## config.mk

```make
export PLATFORM = sky130hd
export DESIGN_NAME = i2s_rx_deser_flat
export DESIGN_NICKNAME = d
export VERILOG_FILES = /design/src/rtl/i2s_rx_deser_if.sv /design/src/rtl/i2s_rx_deser.sv /design/src/flat_wrapper.sv
export SDC_FILE = /design/constraint.sdc
export NUM_CORES = 1
export LEC_CHECK = 0
export CAP_MARGIN = 10
export CORE_UTILIZATION = 61
export DETAILED_ROUTE_END_ITERATION = 6
export PLACE_DENSITY = 0.87
export SYNTH_ARGS = -nofsm -noshare
export SYNTH_HDL_FRONTEND = slang
export SYNTH_SLANG_ARGS = --single-unit
```

## constraint.sdc

```tcl
create_clock -name clk_i -period 3.3 [get_ports clk_i]
set_input_delay 0.66 -clock clk_i [delete_from_list [all_inputs] [get_ports clk_i]]
set_output_delay 0.66 -clock clk_i [all_outputs]
set_load 0.01 [all_outputs]
```

## src/rtl/i2s_rx_deser_if.sv

```systemverilog
// Received-word handshake bundle: the deserializer drives it (master),
// and the downstream RX FIFO consumes it (slave).
interface i2s_rx_deser_if;
  logic        rx_valid;
  logic        rx_ready;
  logic [31:0] rx_data;
  logic        rx_chl;

  modport master (output rx_valid, rx_data, rx_chl, input rx_ready);
  modport slave  (input rx_valid, rx_data, rx_chl, output rx_ready);
endinterface

```

## src/rtl/i2s_rx_deser.sv

```systemverilog
// I2S slave-mode receiver: synchronizes sck/ws/sd, frames left/right words and
// holds each in a single-entry valid/ready register. Optional: I2S_RX_TIMEOUT_EN.
module i2s_rx_deser #(
  parameter int SYNC_STAGES = 2,
  parameter int TIMEOUT_CYC = 1024
) (
  input  logic           clk_i,
  input  logic           rst_n_i,
  input  logic           en_i,
  input  logic           pol_i,
  input  logic           lsb_i,
  input  logic [1:0]     fmt_i,
  input  logic [1:0]     dal_i,
  input  logic           sck_i,
  input  logic           ws_i,
  input  logic           sd_i,
  i2s_rx_deser_if.master rx,
  output logic           busy_o,
  output logic           ovf_o,
  output logic           short_o,
  output logic           to_o
);

  typedef enum logic [1:0] {S_IDLE, S_DELAY, S_SHIFT, S_WAIT} state_t;

  logic [SYNC_STAGES-1:0] r_sck_s, r_ws_s, r_sd_s;
  logic        r_sck_h, r_stb, r_ws, r_sd;
  logic        r_ws_last, r_ws_seen;
  state_t      r_state, w_state_nx;
  logic [4:0]  r_cnt, w_cnt_nx;
  logic [31:0] r_sh, w_sh_nx;
  logic        r_lsb, r_wchl, w_wchl_nx;
  logic [1:0]  r_dal;
  logic        w_edge, w_wschg, w_last, w_start, w_done, w_short, w_ld_cfg, w_to_hit;
  logic        r_valid, r_chl, r_ovf, r_short;
  logic [31:0] r_data;

  always_ff @(posedge clk_i or negedge rst_n_i) begin
    if (!rst_n_i) begin
      r_sck_s <= '0;
      r_ws_s  <= '0;
      r_sd_s  <= '0;
      r_sck_h <= 1'b0;
    end else begin
      r_sck_s <= {r_sck_s[SYNC_STAGES-2:0], sck_i};
      r_ws_s  <= {r_ws_s[SYNC_STAGES-2:0], ws_i};
      r_sd_s  <= {r_sd_s[SYNC_STAGES-2:0], sd_i};
      r_sck_h <= r_sck_s[SYNC_STAGES-1];
    end
  end

  assign w_edge = pol_i ? (r_sck_h & ~r_sck_s[SYNC_STAGES-1])
                        : (~r_sck_h & r_sck_s[SYNC_STAGES-1]);

  // Strobe is registered together with the ws/sd samples so all three stay aligned.
  always_ff @(posedge clk_i or negedge rst_n_i) begin
    if (!rst_n_i) begin
      r_stb     <= 1'b0;
      r_ws      <= 1'b0;
      r_sd      <= 1'b0;
      r_ws_last <= 1'b0;
      r_ws_seen <= 1'b0;
    end else begin
      r_stb <= w_edge;
      r_ws  <= r_ws_s[SYNC_STAGES-1];
      r_sd  <= r_sd_s[SYNC_STAGES-1];
      if (r_stb) begin
        r_ws_last <= r_ws;
        r_ws_seen <= 1'b1;
      end
    end
  end

  // ws history is tracked even while disabled, so re-enable waits for a real boundary.
  assign w_wschg = r_stb && r_ws_seen && (r_ws != r_ws_last);
  assign w_last  = (r_cnt == {r_dal, 3'b111});

  always_comb begin
    w_state_nx = r_state;
    w_cnt_nx   = r_cnt;
    w_sh_nx    = r_sh;
    w_wchl_nx  = r_wchl;
    w_start    = 1'b0;
    w_done     = 1'b0;
    w_short    = 1'b0;
    w_ld_cfg   = 1'b0;
    if (!en_i) begin
      w_state_nx = S_IDLE;
      w_cnt_nx   = '0;
    end else begin
      case (r_state)
        S_IDLE, S_WAIT: if (w_wschg) w_start = 1'b1;
        S_DELAY:        if (r_stb) w_state_nx = S_SHIFT;
        S_SHIFT: begin
          if (w_wschg) begin
            w_start = 1'b1;
            w_short = 1'b1;
          end else if (r_stb) begin
            if (r_lsb) w_sh_nx[r_cnt] = r_sd;
            else       w_sh_nx = {r_sh[30:0], r_sd};
            if (w_last) begin
              w_done     = 1'b1;
              w_state_nx = S_WAIT;
              w_cnt_nx   = '0;
            end else begin
              w_cnt_nx = r_cnt + 5'd1;
            end
          end
        end
        default: w_state_nx = S_IDLE;
      endcase
      if (w_start) begin
        w_ld_cfg  = 1'b1;
        w_wchl_nx = r_ws;
        w_sh_nx   = '0;
        w_cnt_nx  = '0;
        if (fmt_i != 2'b01) begin
          w_state_nx = S_DELAY;
        end else begin
          w_sh_nx[0] = r_sd;
          w_cnt_nx   = 5'd1;
          w_state_nx = S_SHIFT;
        end
      end
      if (w_to_hit) begin
        w_state_nx = S_IDLE;
        w_cnt_nx   = '0;
      end
    end
  end

  always_ff @(posedge clk_i or negedge rst_n_i) begin
    if (!rst_n_i) begin
      r_state <= S_IDLE;
      r_cnt   <= '0;
      r_sh    <= '0;
      r_wchl  <= 1'b0;
      r_lsb   <= 1'b0;
      r_dal   <= 2'b00;
    end else begin
      r_state <= w_state_nx;
      r_cnt   <= w_cnt_nx;
      r_sh    <= w_sh_nx;
      r_wchl  <= w_wchl_nx;
      if (w_ld_cfg) begin
        r_lsb <= lsb_i;
        r_dal <= dal_i;
      end
    end
  end

  // Output holding register: a completed word either loads or is dropped as overflow.
  always_ff @(posedge clk_i or negedge rst_n_i) begin
    if (!rst_n_i) begin
      r_valid <= 1'b0;
      r_data  <= '0;
      r_chl   <= 1'b0;
      r_ovf   <= 1'b0;
      r_short <= 1'b0;
    end else begin
      r_ovf   <= w_done && r_valid && !rx.rx_ready;
      r_short <= w_short;
      if (!en_i) begin
        r_valid <= 1'b0;
      end else if (w_done && (!r_valid || rx.rx_ready)) begin
        r_valid <= 1'b1;
        r_data  <= w_sh_nx;
        r_chl   <= r_wchl;
      end else if (rx.rx_ready) begin
        r_valid <= 1'b0;
      end
    end
  end

`ifdef I2S_RX_TIMEOUT_EN
  localparam int TW = $clog2(TIMEOUT_CYC + 1);
  logic [TW-1:0] r_to_cnt;
  logic          r_to;

  assign w_to_hit = en_i && (r_state != S_IDLE) && !r_stb &&
                    (r_to_cnt == TW'(TIMEOUT_CYC - 1));

  always_ff @(posedge clk_i or negedge rst_n_i) begin
    if (!rst_n_i) begin
      r_to_cnt <= '0;
      r_to     <= 1'b0;
    end else begin
      r_to <= w_to_hit;
      if (!en_i || (r_state == S_IDLE) || r_stb || w_to_hit) r_to_cnt <= '0;
      else                                                   r_to_cnt <= r_to_cnt + 1'b1;
    end
  end
  assign to_o = r_to;
`else
  logic w_unused_to;
  assign w_unused_to = |TIMEOUT_CYC;
  assign w_to_hit    = 1'b0;
  assign to_o        = 1'b0;
`endif

  assign rx.rx_valid = r_valid;
  assign rx.rx_data  = r_data;
  assign rx.rx_chl   = r_chl;
  assign busy_o      = (r_state != S_IDLE);
  assign ovf_o       = r_ovf;
  assign short_o     = r_short;

endmodule

```

## src/flat_wrapper.sv

```systemverilog
// flat-port wrapper written by rule: the top's interface ports become plain ports
module i2s_rx_deser_flat 
#(
  parameter int SYNC_STAGES = 2,
  parameter int TIMEOUT_CYC = 1024
)
  (clk_i, rst_n_i, en_i, pol_i, lsb_i, fmt_i, dal_i, sck_i, ws_i, sd_i, busy_o, ovf_o, short_o, to_o, rx_rx_valid, rx_rx_data, rx_rx_chl, rx_rx_ready);
  i2s_rx_deser_if rx_i ();
  input  logic clk_i;
  input  logic rst_n_i;
  input  logic en_i;
  input  logic pol_i;
  input  logic lsb_i;
  input  logic [1:0] fmt_i;
  input  logic [1:0] dal_i;
  input  logic sck_i;
  input  logic ws_i;
  input  logic sd_i;
  output logic busy_o;
  output logic ovf_o;
  output logic short_o;
  output logic to_o;
  output wire logic [$bits(rx_i.rx_valid)-1:0] rx_rx_valid;
  output wire logic [$bits(rx_i.rx_data)-1:0] rx_rx_data;
  output wire logic [$bits(rx_i.rx_chl)-1:0] rx_rx_chl;
  input wire logic [$bits(rx_i.rx_ready)-1:0] rx_rx_ready;
  assign rx_rx_valid = rx_i.rx_valid;
  assign rx_rx_data = rx_i.rx_data;
  assign rx_rx_chl = rx_i.rx_chl;
  assign rx_i.rx_ready = rx_rx_ready;
  i2s_rx_deser #(.SYNC_STAGES(SYNC_STAGES), .TIMEOUT_CYC(TIMEOUT_CYC)) u_core (.clk_i(clk_i), .rst_n_i(rst_n_i), .en_i(en_i), .pol_i(pol_i), .lsb_i(lsb_i), .fmt_i(fmt_i), .dal_i(dal_i), .sck_i(sck_i), .ws_i(ws_i), .sd_i(sd_i), .rx(rx_i), .busy_o(busy_o), .ovf_o(ovf_o), .short_o(short_o), .to_o(to_o));
endmodule
```

==> results.py <==
metrics = {
    "run_status": {
        "status": "finished, final reports clean",
    },
    "setup_path": {
        "critical-path-top-delay-family": "simple AND/OR/NAND/NOR gates",
        "setup.worst_path.class": "flip-flop to flip-flop",
        "rrSetupSlack_ns": 0.86,
        "critical_path_peak_fanout": 33,
        "type_of_origin_of_the_critical_path": "flip-flop",
        "worst_path_largest_cell_delay_ns": 0.72,
        "path_buf_inv": 0,
        "crit_required_ns": 3.56,
        "timing.critical_path.cells": "ha_1 -> nand2_1 -> nor3_4 -> and4_4 -> mux2_2",
        "critical_path_arrival_ns": 2.70,
        "setup.worst_path.end_class": "flip-flop",
        "worst_path_max_delay_cell": "sky130_fd_sc_hd__and4_4",
    },
    "global_routing": {
        "grt_pass1_wl_mm": 16.83,
        "gr-usage-all-layers_pct": 25.98,
        "antenna_found_initial": 0,
        "grt_pass1_vias": 3365,
        "largest_net_degree_at_the_start_of_global_routing": 65,
        "gr-total-overflow": 0,
    },
    "sta": {
        "slew_viol_final": 0,
        "fin_worst_hold_slack_ns": 0.2908,
        "grt_setup_unrepaired": "false",
        "post-route-worst-setup-slack_ns": 0.8638,
        "max_clock_freq_mhz": 410.5,
        "finalClockSkew_ns": 0.009542,
        "max_slew.worst_pin.slew_ns": 1.091,
        "max-slew-margin-rel_pct": 27.24,
        "timing.final.crit_period_ns": 2.436,
        "finalHoldViolCount": 0,
        "timing.final.crit_share_pct": 73.82,
        "timing.setup.tns_ns": 0,
        "finalSetupViolations": 0,
    },
    "clock_network": {
        "clk_transition_reported_paths_ns": 0.09,
        "numCtsBuffers": 9,
        "htreeDepth": 3,
        "cts-root-to-sink-buffers": 2,
        "clk_root_buffer_cell": "sky130_fd_sc_hd__clkbuf_8",
        "worst_skew_pair.late_latency_ns": 0.37,
        "tritoncts_clock_tree": "done",
        "postCtsHoldBufs": 0,
        "tritoncts_num_sinks": 91,
        "postCtsSetupRepairBufs": 0,
        "post_cts_resize_count": 0,
    },
    "pwr": {
        "p_clk_share_pct": 36.9,
        "leakagePower_nw": 2.624,
        "power.net_switching_mw": 0.7114,
        "internal-power_mw": 1.804,
        "powerDensity_nw_per_um2": 458.9,
        "power.total_mw": 2.516,
        "power.ir.vdd_worst_mv": 0.3468,
        "power.sequential.fraction_pct": 52.2,
        "net_switching_fraction_of_the_power_pct": 28.28,
        "share_comb_of_total_power_pct": 10.9,
    },
    "die": {
        "chipHeight_um": 90.36,
        "die_area_um2": 8164,
        "floorplan.initialDensity_pct": 64.28,
        "floorplan.io_pins": 51,
        "rows": 31,
        "die_w_um": 90.36,
        "fp.coreArea_um2": 7408,
    },
    "synth": {
        "post_synth_num_cell_types": 54,
        "ys_async_sr_fraction_pct": 100.0,
        "postSynthAreaPerCell_um2": 11.91,
        "dominantRegCellSynth": "sky130_fd_sc_hd__dfrtp_1",
        "synth-edff-count": 0,
        "synth_fp_nets": 417,
        "synth_seq_area_share_pct": 47.82,
        "synth_warnings": 0,
        "synthCells": 400,
        "ys_ff_latch": 91,
        "netlist_area_um2": 4762,
    },
    "place": {
        "placement.setup.worst_slack_ns": 0.5541,
        "port_buffers": 49,
        "place_hpwl_mm": 6.008,
        "gp_routability_congestion": 0.7787,
    },
    "route": {
        "vias_per_cell": 6.250,
        "ant_nets": 0,
        "remaining_drc_errors": 0,
        "dr_pass1_iterations": 5,
        "postRouteWirelength_mm": 10.05,
        "num_vias": 3356,
        "drt_iter0_drc": 369,
        "wl_per_cell_um": 18.71,
    },
    "flow_run": {
        "drv.max_cap_violation_count": 0,
    },
    "final_layout": {
        "antenna_fix_cells": 0,
        "final_layout_size_suffix_gt1_share_pct": 18.26,
        "design.final.nets": 450,
        "layout_overhead_on_the_synthesized_area_pct": 15.13,
        "multiInputGateArea_um2": 2247,
        "regArea_um2": 2278,
        "layout.filler_cells": 495,
    },
    "worst_hold_path": {
        "min-delay-path-class": "input pin to asynchronous set/reset pin",
    },
}
[through the flow]
step / cell area (µm²) / instances / utilization, %
after floorplan: 4762 / 400 / -
after global placement: 5236 / 521 / 70.68
after detailed placement: 5236 / 521 / 70.68
after CTS: 5483 / 537 / 74.01
after global routing: 5483 / 537 / 74.01
final: 5483 / 537 / 74.01
[worst reg2reg max path: stages, from the launching register on]
cell	delay (ns)
sky130_fd_sc_hd__dfrtp_1	0.46
sky130_fd_sc_hd__ha_1	0.21
sky130_fd_sc_hd__nand2_1	0.10
sky130_fd_sc_hd__nor3_4	0.40
sky130_fd_sc_hd__and4_4	0.73
sky130_fd_sc_hd__mux2_2	0.43
[path summary, 6_finish.rpt]
check / end / start / depth (start not counted)
max in group asynchronous: u_core.r_lsb / rst_n_i / 2
setup / recovery: u_core.rx.rx_data[2] / u_core.r_cnt[0] / 5
setup reg to reg: u_core.rx.rx_data[2] / u_core.r_cnt[0] / 5
hold / removal: u_core.ovf_o / rst_n_i / 1
min in group clk_i: u_core.r_sck_s[1] / u_core.r_sck_s[0] / 0
hold reg to reg: u_core.r_sck_s[1] / u_core.r_sck_s[0] / 0
[layout by cell type, fill, tap and decap left out, types with 2 or more instances in the layout]
| master | count |
|---|---|
| sky130_fd_sc_hd__dfrtp_1 | 90 |
| sky130_fd_sc_hd__clkdlybuf4s50_1 | 48 |
| sky130_fd_sc_hd__nor2_1 | 35 |
| sky130_fd_sc_hd__mux2i_1 | 33 |
| sky130_fd_sc_hd__a211oi_1 | 31 |
| sky130_fd_sc_hd__a21o_1 | 31 |
| sky130_fd_sc_hd__mux2_4 | 29 |
| sky130_fd_sc_hd__nand4b_1 | 12 |
| sky130_fd_sc_hd__nand2_1 | 10 |
| sky130_fd_sc_hd__clkbuf_8 | 9 |
| sky130_fd_sc_hd__mux2_2 | 8 |
| sky130_fd_sc_hd__buf_4 | 8 |
| sky130_fd_sc_hd__inv_1 | 7 |
| sky130_fd_sc_hd__nand4_1 | 7 |
| sky130_fd_sc_hd__and4bb_2 | 7 |
| sky130_fd_sc_hd__nand3_1 | 6 |
| sky130_fd_sc_hd__nor4bb_1 | 5 |
| sky130_fd_sc_hd__a21boi_0 | 4 |
| sky130_fd_sc_hd__ha_1 | 4 |
| sky130_fd_sc_hd__nor3_1 | 3 |
| sky130_fd_sc_hd__o21ai_0 | 3 |
| sky130_fd_sc_hd__nand2b_1 | 3 |
| sky130_fd_sc_hd__xor2_1 | 3 |
| sky130_fd_sc_hd__bufinv_16 | 3 |
| sky130_fd_sc_hd__o211ai_1 | 2 |
| sky130_fd_sc_hd__nor4b_1 | 2 |
| sky130_fd_sc_hd__or2_2 | 2 |
| sky130_fd_sc_hd__a2bb2oi_1 | 2 |
| sky130_fd_sc_hd__a21oi_1 | 2 |
| sky130_fd_sc_hd__inv_6 | 2 |
| sky130_fd_sc_hd__clkinvlp_4 | 2 |
[state kept, by name (all words and copies together) (netlist names), 2 cells and up]
signal,flops
u_core.r_cnt,5
u_core.r_state,2
u_core.r_sck_s,2
u_core.r_ws_s,2
u_core.r_sd_s,2
u_core.r_dal,2
u_core.r_sh,32
u_core.rx.rx_data,32
[cell usage after synthesis, drive strengths merged (3+ instances only)]
library cell  count  area share [%]
a21o             31             4.9
a21oi             3            0.39
mux2i            33             6.9
nor3              4            0.66
nand2            10            0.79
and4bb            7             1.8
nand3             6            0.63
ha                4             1.1
mux2             37              11
xor2              4            0.89
a21boi            4            0.63
nand2b            3            0.39
a211oi           31             4.9
nor4bb            5             1.1
nand4             7            0.92
nand4b           12             2.2
buf              15             3.0
nor4b             3            0.68
dfrtp            91              48
inv               7            0.55
nor2             35             2.8
o21ai             4            0.42
clkbuf           20             1.6
[final cells by class]
class / count / share of cell area (%)
clock inverters: 7 / 2.236
flip-flops and latches: 91 / 41.56
repair buffers: 57 / 10.22
well taps: 99 / 2.259
clock buffers: 9 / 2.259
inverters: 7 / 0.4792
multi-input cells: 267 / 40.99
[metal layers]
metal | GRT usage, % | up-vias | wire (µm)
met1 | 34.65 | 1706 | 4469
li1 | - | 1525 | -
met3 | 4.461 | 13 | 440
met2 | 42.68 | 112 | 4988
met5 | 0 | - | 0
met4 | 9.812 | 0 | 150
[power groups by stage]
stage / Combinational, mW / Sequential, mW / Clock (mW)
floorplan: 0.290 / 1.21 / 0
global placement: 0.267 / 1.33 / 0
detailed placement: 0.276 / 1.33 / 0
CTS: 0.277 / 1.31 / 0.939
global route: 0.310 / 1.33 / 0.980
finish: 0.275 / 1.31 / 0.928
[kinds of logic after synthesis]
group           after synthesis  share of synthesized area (%)
flops                        91                          47.82
xor+xnor                      5                          1.077
other cells                   1                        0.07875
simple gates                103                          13.66
fa+ha+maj                     4                          1.051
compound gates               84                          13.22
mux                          70                          17.97
buf+inv                      42                          5.123
No activity file was read; power rests on OpenSTA's default activity.
==> patch 1, RTL diff (same flow settings) <==
`SYNC_STAGES` is set to 2 in 2 places; all go to 4.
--- a/src/rtl/i2s_rx_deser.sv
+++ b/src/rtl/i2s_rx_deser.sv
@@ -1,7 +1,7 @@
 // I2S slave-mode receiver: synchronizes sck/ws/sd, frames left/right words and
 // holds each in a single-entry valid/ready register. Optional: I2S_RX_TIMEOUT_EN.
 module i2s_rx_deser #(
-  parameter int SYNC_STAGES = 2,
+  parameter int SYNC_STAGES = 4,
   parameter int TIMEOUT_CYC = 1024
 ) (
   input  logic           clk_i,
--- a/src/flat_wrapper.sv
+++ b/src/flat_wrapper.sv
@@ -1,7 +1,7 @@
 // flat-port wrapper written by rule: the top's interface ports become plain ports
 module i2s_rx_deser_flat 
 #(
-  parameter int SYNC_STAGES = 2,
+  parameter int SYNC_STAGES = 4,
   parameter int TIMEOUT_CYC = 1024
 )
   (clk_i, rst_n_i, en_i, pol_i, lsb_i, fmt_i, dal_i, sck_i, ws_i, sd_i, busy_o, ovf_o, short_o, to_o, rx_rx_valid, rx_rx_data, rx_rx_chl, rx_rx_ready);
Behaviour: not the same (a bounded check fails within 10 cycles, from zero or initial values and one cycle with rst_n_i low).
==> patch 1 against the original RTL <==
Total power decreased by 4.4%; sequential cell count grew 6; critical path type unchanged; largest cell class unchanged; sequential share of layout area up 2.0 points; design area increased by 1.6%; largest power group unchanged; routed wire length down 4.2%; cell count is 1.1% higher; area after synthesis grew 2.9%; core utilization shrank 2.3 points; setup slack got worse by 0.099 ns; non-clock buffer count unchanged; hold slack lost 0.0096 ns; via count shrank 1.6%.
==> patch 1: results <==
{
  "cp_slowest_cell": "and4_2",
  "synthDistinctLibCells": 51,
  "grt_use_total_pct": 24.7,
  "vdd.ir_drop.worst_mv": 0.315,
  "post_dp_cell_area_um2": 5390,
  "gp_congestion": 0.802,
  "number_of_iterations_in_the_first_detailed_routing_pass": 4,
  "post_synth_inst_count": 403,
  "synthesized_nets": 420,
  "grt_pass1_vias": 3249,
  "fraction_of_synthesized_area_in_multiplexers_pct": 17.5,
  "synth_seq_area_share_pct": 49.5,
  "synth_compound_area_share_pct": 12.8,
  "route.detailed.wl_per_inst_um": 17.7,
  "cp_slowest_stage_delay_ns": 0.64,
  "finalWirelength_mm": 9.63,
  "synth_common_cells": "97 x dfrtp_1, 34 x nor2_1, 33 x mux2i_1",
  "post_route_cells_drive_above_1_share_pct": 17.2,
  "clock-root-buffer": "clkbuf_8",
  "outcome": "complete, no violations",
  "synth_xor_xnor_area_share_pct": 1.05,
  "post-place-cells": 527,
  "layout.nets": 453,
  "dr_total_vias": 3302,
  "first_pass_grt_wire_length_mm": 16.2,
  "area_used_by_multi_input_combinational_logic_um2": 2230,
  "place_hpwl_mm": 5.94,
  "skew_ns": 0.0116,
  "timing.reg2reg.setup_slack_ns": 0.76,
  "detail_route.iter0.violations": 263,
  "place_worst_setup_slack_ns": 0.622,
  "tightestPinTransition_ns": 1.06,
  "timing.critical_path.fanout_max": 19
}
==> patch 1: cell count changes in the layout (fill, tap and decap cells not counted), moves of 3 or more <==
| cell | delta |
|---|---|
| a21boi_0 | -4 |
| a21oi_1 | +7 |
| bufinv_16 | -3 |
| dfrtp_1 | +6 |
| nand3_1 | -4 |
| nand4_1 | -3 |
==> patch 1: layer usage <==
layer  up-vias  part of all wire, %  track usage, %
li1       1543                    -               -
met2        70                   48            39.4
met4         0                  1.7            9.79
met5         -                    0               0
met1      1673                   46            34.1
met3        16                  3.6            3.98
==> patch 1: layout make-up <==
type,instances,area share [%]
Clock buffer,9,2.22
Tap cell,102,2.29
Clock inverter,7,1.10
Multi-Input combinational cell,265,40.1
Sequential cell,97,43.6
Inverter,6,0.404
Timing Repair Buffer,57,10.3
==> patch 1: worst register-to-register path: stages (launching register included) <==
cell	delay (ns)
dfrtp_1	0.44
ha_1	0.17
buf_4	0.18
nand2_1	0.11
nor3_4	0.31
and4_2	0.64
buf_12	0.26
mux2_4	0.33
==> patch 1: power breakdown <==
group / switching, mW / internal (mW)
Clock: 0.456 / 0.287
Combinational: 0.147 / 0.132
Sequential: 0.143 / 1.24
==> patch 1: worst min-delay path by stage <==
stage / endpoint / slack (ns) / cells after the start
after floorplan: u_core.r_sck_s[1]$_DFF_PN0_ / 0.33 / 0
after detailed placement: u_core.r_ws_s[2]$_DFF_PN0_ / 0.33 / 0
after global placement: u_core.r_ws_s[3]$_DFF_PN0_ / 0.33 / 0
final: u_core.short_o$_DFF_PN0_ / 0.28 / 1
after global routing: u_core.short_o$_DFF_PN0_ / 0.33 / 1
after CTS: u_core.r_ws_seen$_DFFE_PN0P_ / 0.31 / 1
==> patch 2, RTL diff (same flow settings) <==
Made on the original files. Register the output `ovf_o` once more, with the module's reset; this adds one clock of latency there. The other outputs are not delayed to match.
--- a/src/rtl/i2s_rx_deser.sv
+++ b/src/rtl/i2s_rx_deser.sv
@@ -202,7 +202,13 @@
   assign rx.rx_data  = r_data;
   assign rx.rx_chl   = r_chl;
   assign busy_o      = (r_state != S_IDLE);
-  assign ovf_o       = r_ovf;
+  always_ff @(posedge clk_i or negedge rst_n_i) begin
+    if (!rst_n_i) begin
+      ovf_o <= '0;
+    end else begin
+      ovf_o <= r_ovf;
+    end
+  end
   assign short_o     = r_short;
 
 endmodule
Formal check against the unedited RTL: same outputs for any inputs over 4 cycles, from zero or initial values and one cycle with rst_n_i low; that may be too few to reach the edited logic, so the function may still have changed.
==> patch 2 against the original RTL <==
Clock power down 11%; clock skew down 0.0025 ns; routed wire length up 0.14%; sequential cell count up 1; setup slack worse by 0.092 ns; synthesized cell count up 8.5%; global-route usage up 2.4 points; total power about the same; design area down 3.2%; area after synthesis down 4.8%; critical endpoint is now u_core.rx.rx_data[0]$_DFFE_PN0P_.
==> patch 2: results <==
{
  "outcome": "complete, no violations",
  "cp_slowest_stage_delay_ns": 0.67,
  "first_pass_grt_wire_length_mm": 16.6,
  "detail_route.iter0.violations": 291,
  "post-cts-setup-buffers": 0,
  "post_synth_fa_ha_maj_area_fraction_pct": 1.38,
  "synthDistinctLibCells": 49,
  "post_route_cells_drive_above_1_share_pct": 13.6,
  "grt_start_max_net_pins": 50,
  "cts-resized-gates": 0,
  "clock-root-buffer": "clkbuf_8",
  "antenna_found_initial": 0,
  "gp_congestion": 0.895,
  "synth_common_cells": "92 x dfrtp_1, 41 x nor2_1, 31 x mux2_2",
  "slew_headroom_pct": 32.9,
  "synth-async-reset-ratio_pct": 100,
  "synth_compound_area_share_pct": 16.6,
  "grt_pass1_vias": 3362,
  "tritoncts_buffers": 9,
  "clk_pin_slew_ns": 0.09,
  "cp_slowest_cell": "or4_1",
  "worst_skew_pair.late_latency_ns": 0.36,
  "r2r_end": "u_core.rx.rx_data[26]$_DFFE_PN0P_",
  "ys_warns": 0,
  "synth.area.top_cells": "dfrtp_1 51%, mux2_2 7.7%, mux2i_1 4.6%",
  "hold_path_class": "primary input to asynchronous set/reset pin",
  "vdd.ir_drop.worst_mv": 0.296,
  "synth_ff_type": "dfrtp_1",
  "reg2reg_depth": 7,
  "number_of_iterations_in_the_first_detailed_routing_pass": 6,
  "rr_startpoint": "u_core.r_cnt[0]$_DFFE_PN0P_",
  "synthesized_nets": 452,
  "cp-startpoint": "en_i",
  "htreeDepth": 3,
  "timing.reg2reg.setup_slack_ns": 1.01,
  "skew_ns": 0.00703,
  "critPathTopFamily": "buffers and inverters",
  "timing.critical_path.fanout_max": 8,
  "buffer_ports.inserted": 49,
  "leakage_power_nw": 2.54,
  "fraction_of_synthesized_area_in_multiplexers_pct": 12.9,
  "post_dp_cell_area_um2": 5090,
  "synth_seq_area_share_pct": 50.8,
  "finalWirelength_mm": 10.1,
  "synth_xor_xnor_area_share_pct": 0.772,
  "fillCellCount": 537,
  "post_drt_via_cell_ratio": 6.11,
  "clock_path_buffers": 2,
  "layout.nets": 491,
  "place_hpwl_mm": 6.69,
  "grt_use_total_pct": 28.3,
  "antenna-diode-count": 0
}
patch 2: power breakdown:
part | total (mW) | switching, mW | leakage, nW | internal (mW)
combinational | 0.413 | 0.246 | 1.18 | 0.167
sequential | 1.27 | 0.0904 | 1.24 | 1.18
clock | 0.830 | 0.384 | 0.107 | 0.447
total | 2.51 | 0.719 | 2.54 | 1.79
patch 2: cells by family after synthesis:
logic type | Yosys count
AO/OA/AOI/OAI | 109
XOR/XNOR | 4
adder cells (fa/ha/maj) | 5
buffers and inverters | 39
flip-flops | 92
multiplexers | 54
other | 1
AND/OR/NAND/NOR | 130
patch 2: worst max path at each step:
stage	slack [ns]	cells after the start	to
floorplan	1.18	6	u_core.rx.rx_data[0]$_DFFE_PN0P_
global placement	0.45	6	u_core.rx.rx_data[0]$_DFFE_PN0P_
detailed placement	0.41	6	u_core.rx.rx_data[0]$_DFFE_PN0P_
CTS	0.78	6	u_core.rx.rx_data[0]$_DFFE_PN0P_
global route	0.73	6	u_core.rx.rx_data[0]$_DFFE_PN0P_
finish	0.77	6	u_core.rx.rx_data[0]$_DFFE_PN0P_
patch 2: layout make-up:
cell class                 count  area, um^2  share of cell area, %
clock buffer                  12         145                   2.73
timing repair buffer          60         571                   10.7
multi-input combinational    303        2070                   39.0
inverter                       7        26.3                  0.495
sequential                    92        2300                   43.4
clock inverter                 4        72.6                   1.37
tap                           99         124                   2.33
patch 2: metal layers:
metal | global-route usage (%) | vias up | wire length [um]
met5 | 0 | - | 0
met3 | 6.81 | 22 | 662
li1 | - | 1629 | -
met2 | 44.2 | 148 | 4740
met1 | 39.4 | 1729 | 4500
met4 | 9.38 | 0 | 161
patch 2: through the flow:
stage | setup WS (ns) | cells | power (mW) | hold slack [ns]
floorplan | 1.18 | 434 | 1.57 | 0.331
global placement | 0.449 | 561 | 1.68 | 0.333
detailed placement | 0.405 | 561 | 1.69 | 0.338
CTS | 0.783 | 577 | 2.51 | 0.332
global route | 0.729 | 577 | 2.62 | 0.347
finish | 0.772 | 577 | 2.51 | 0.316
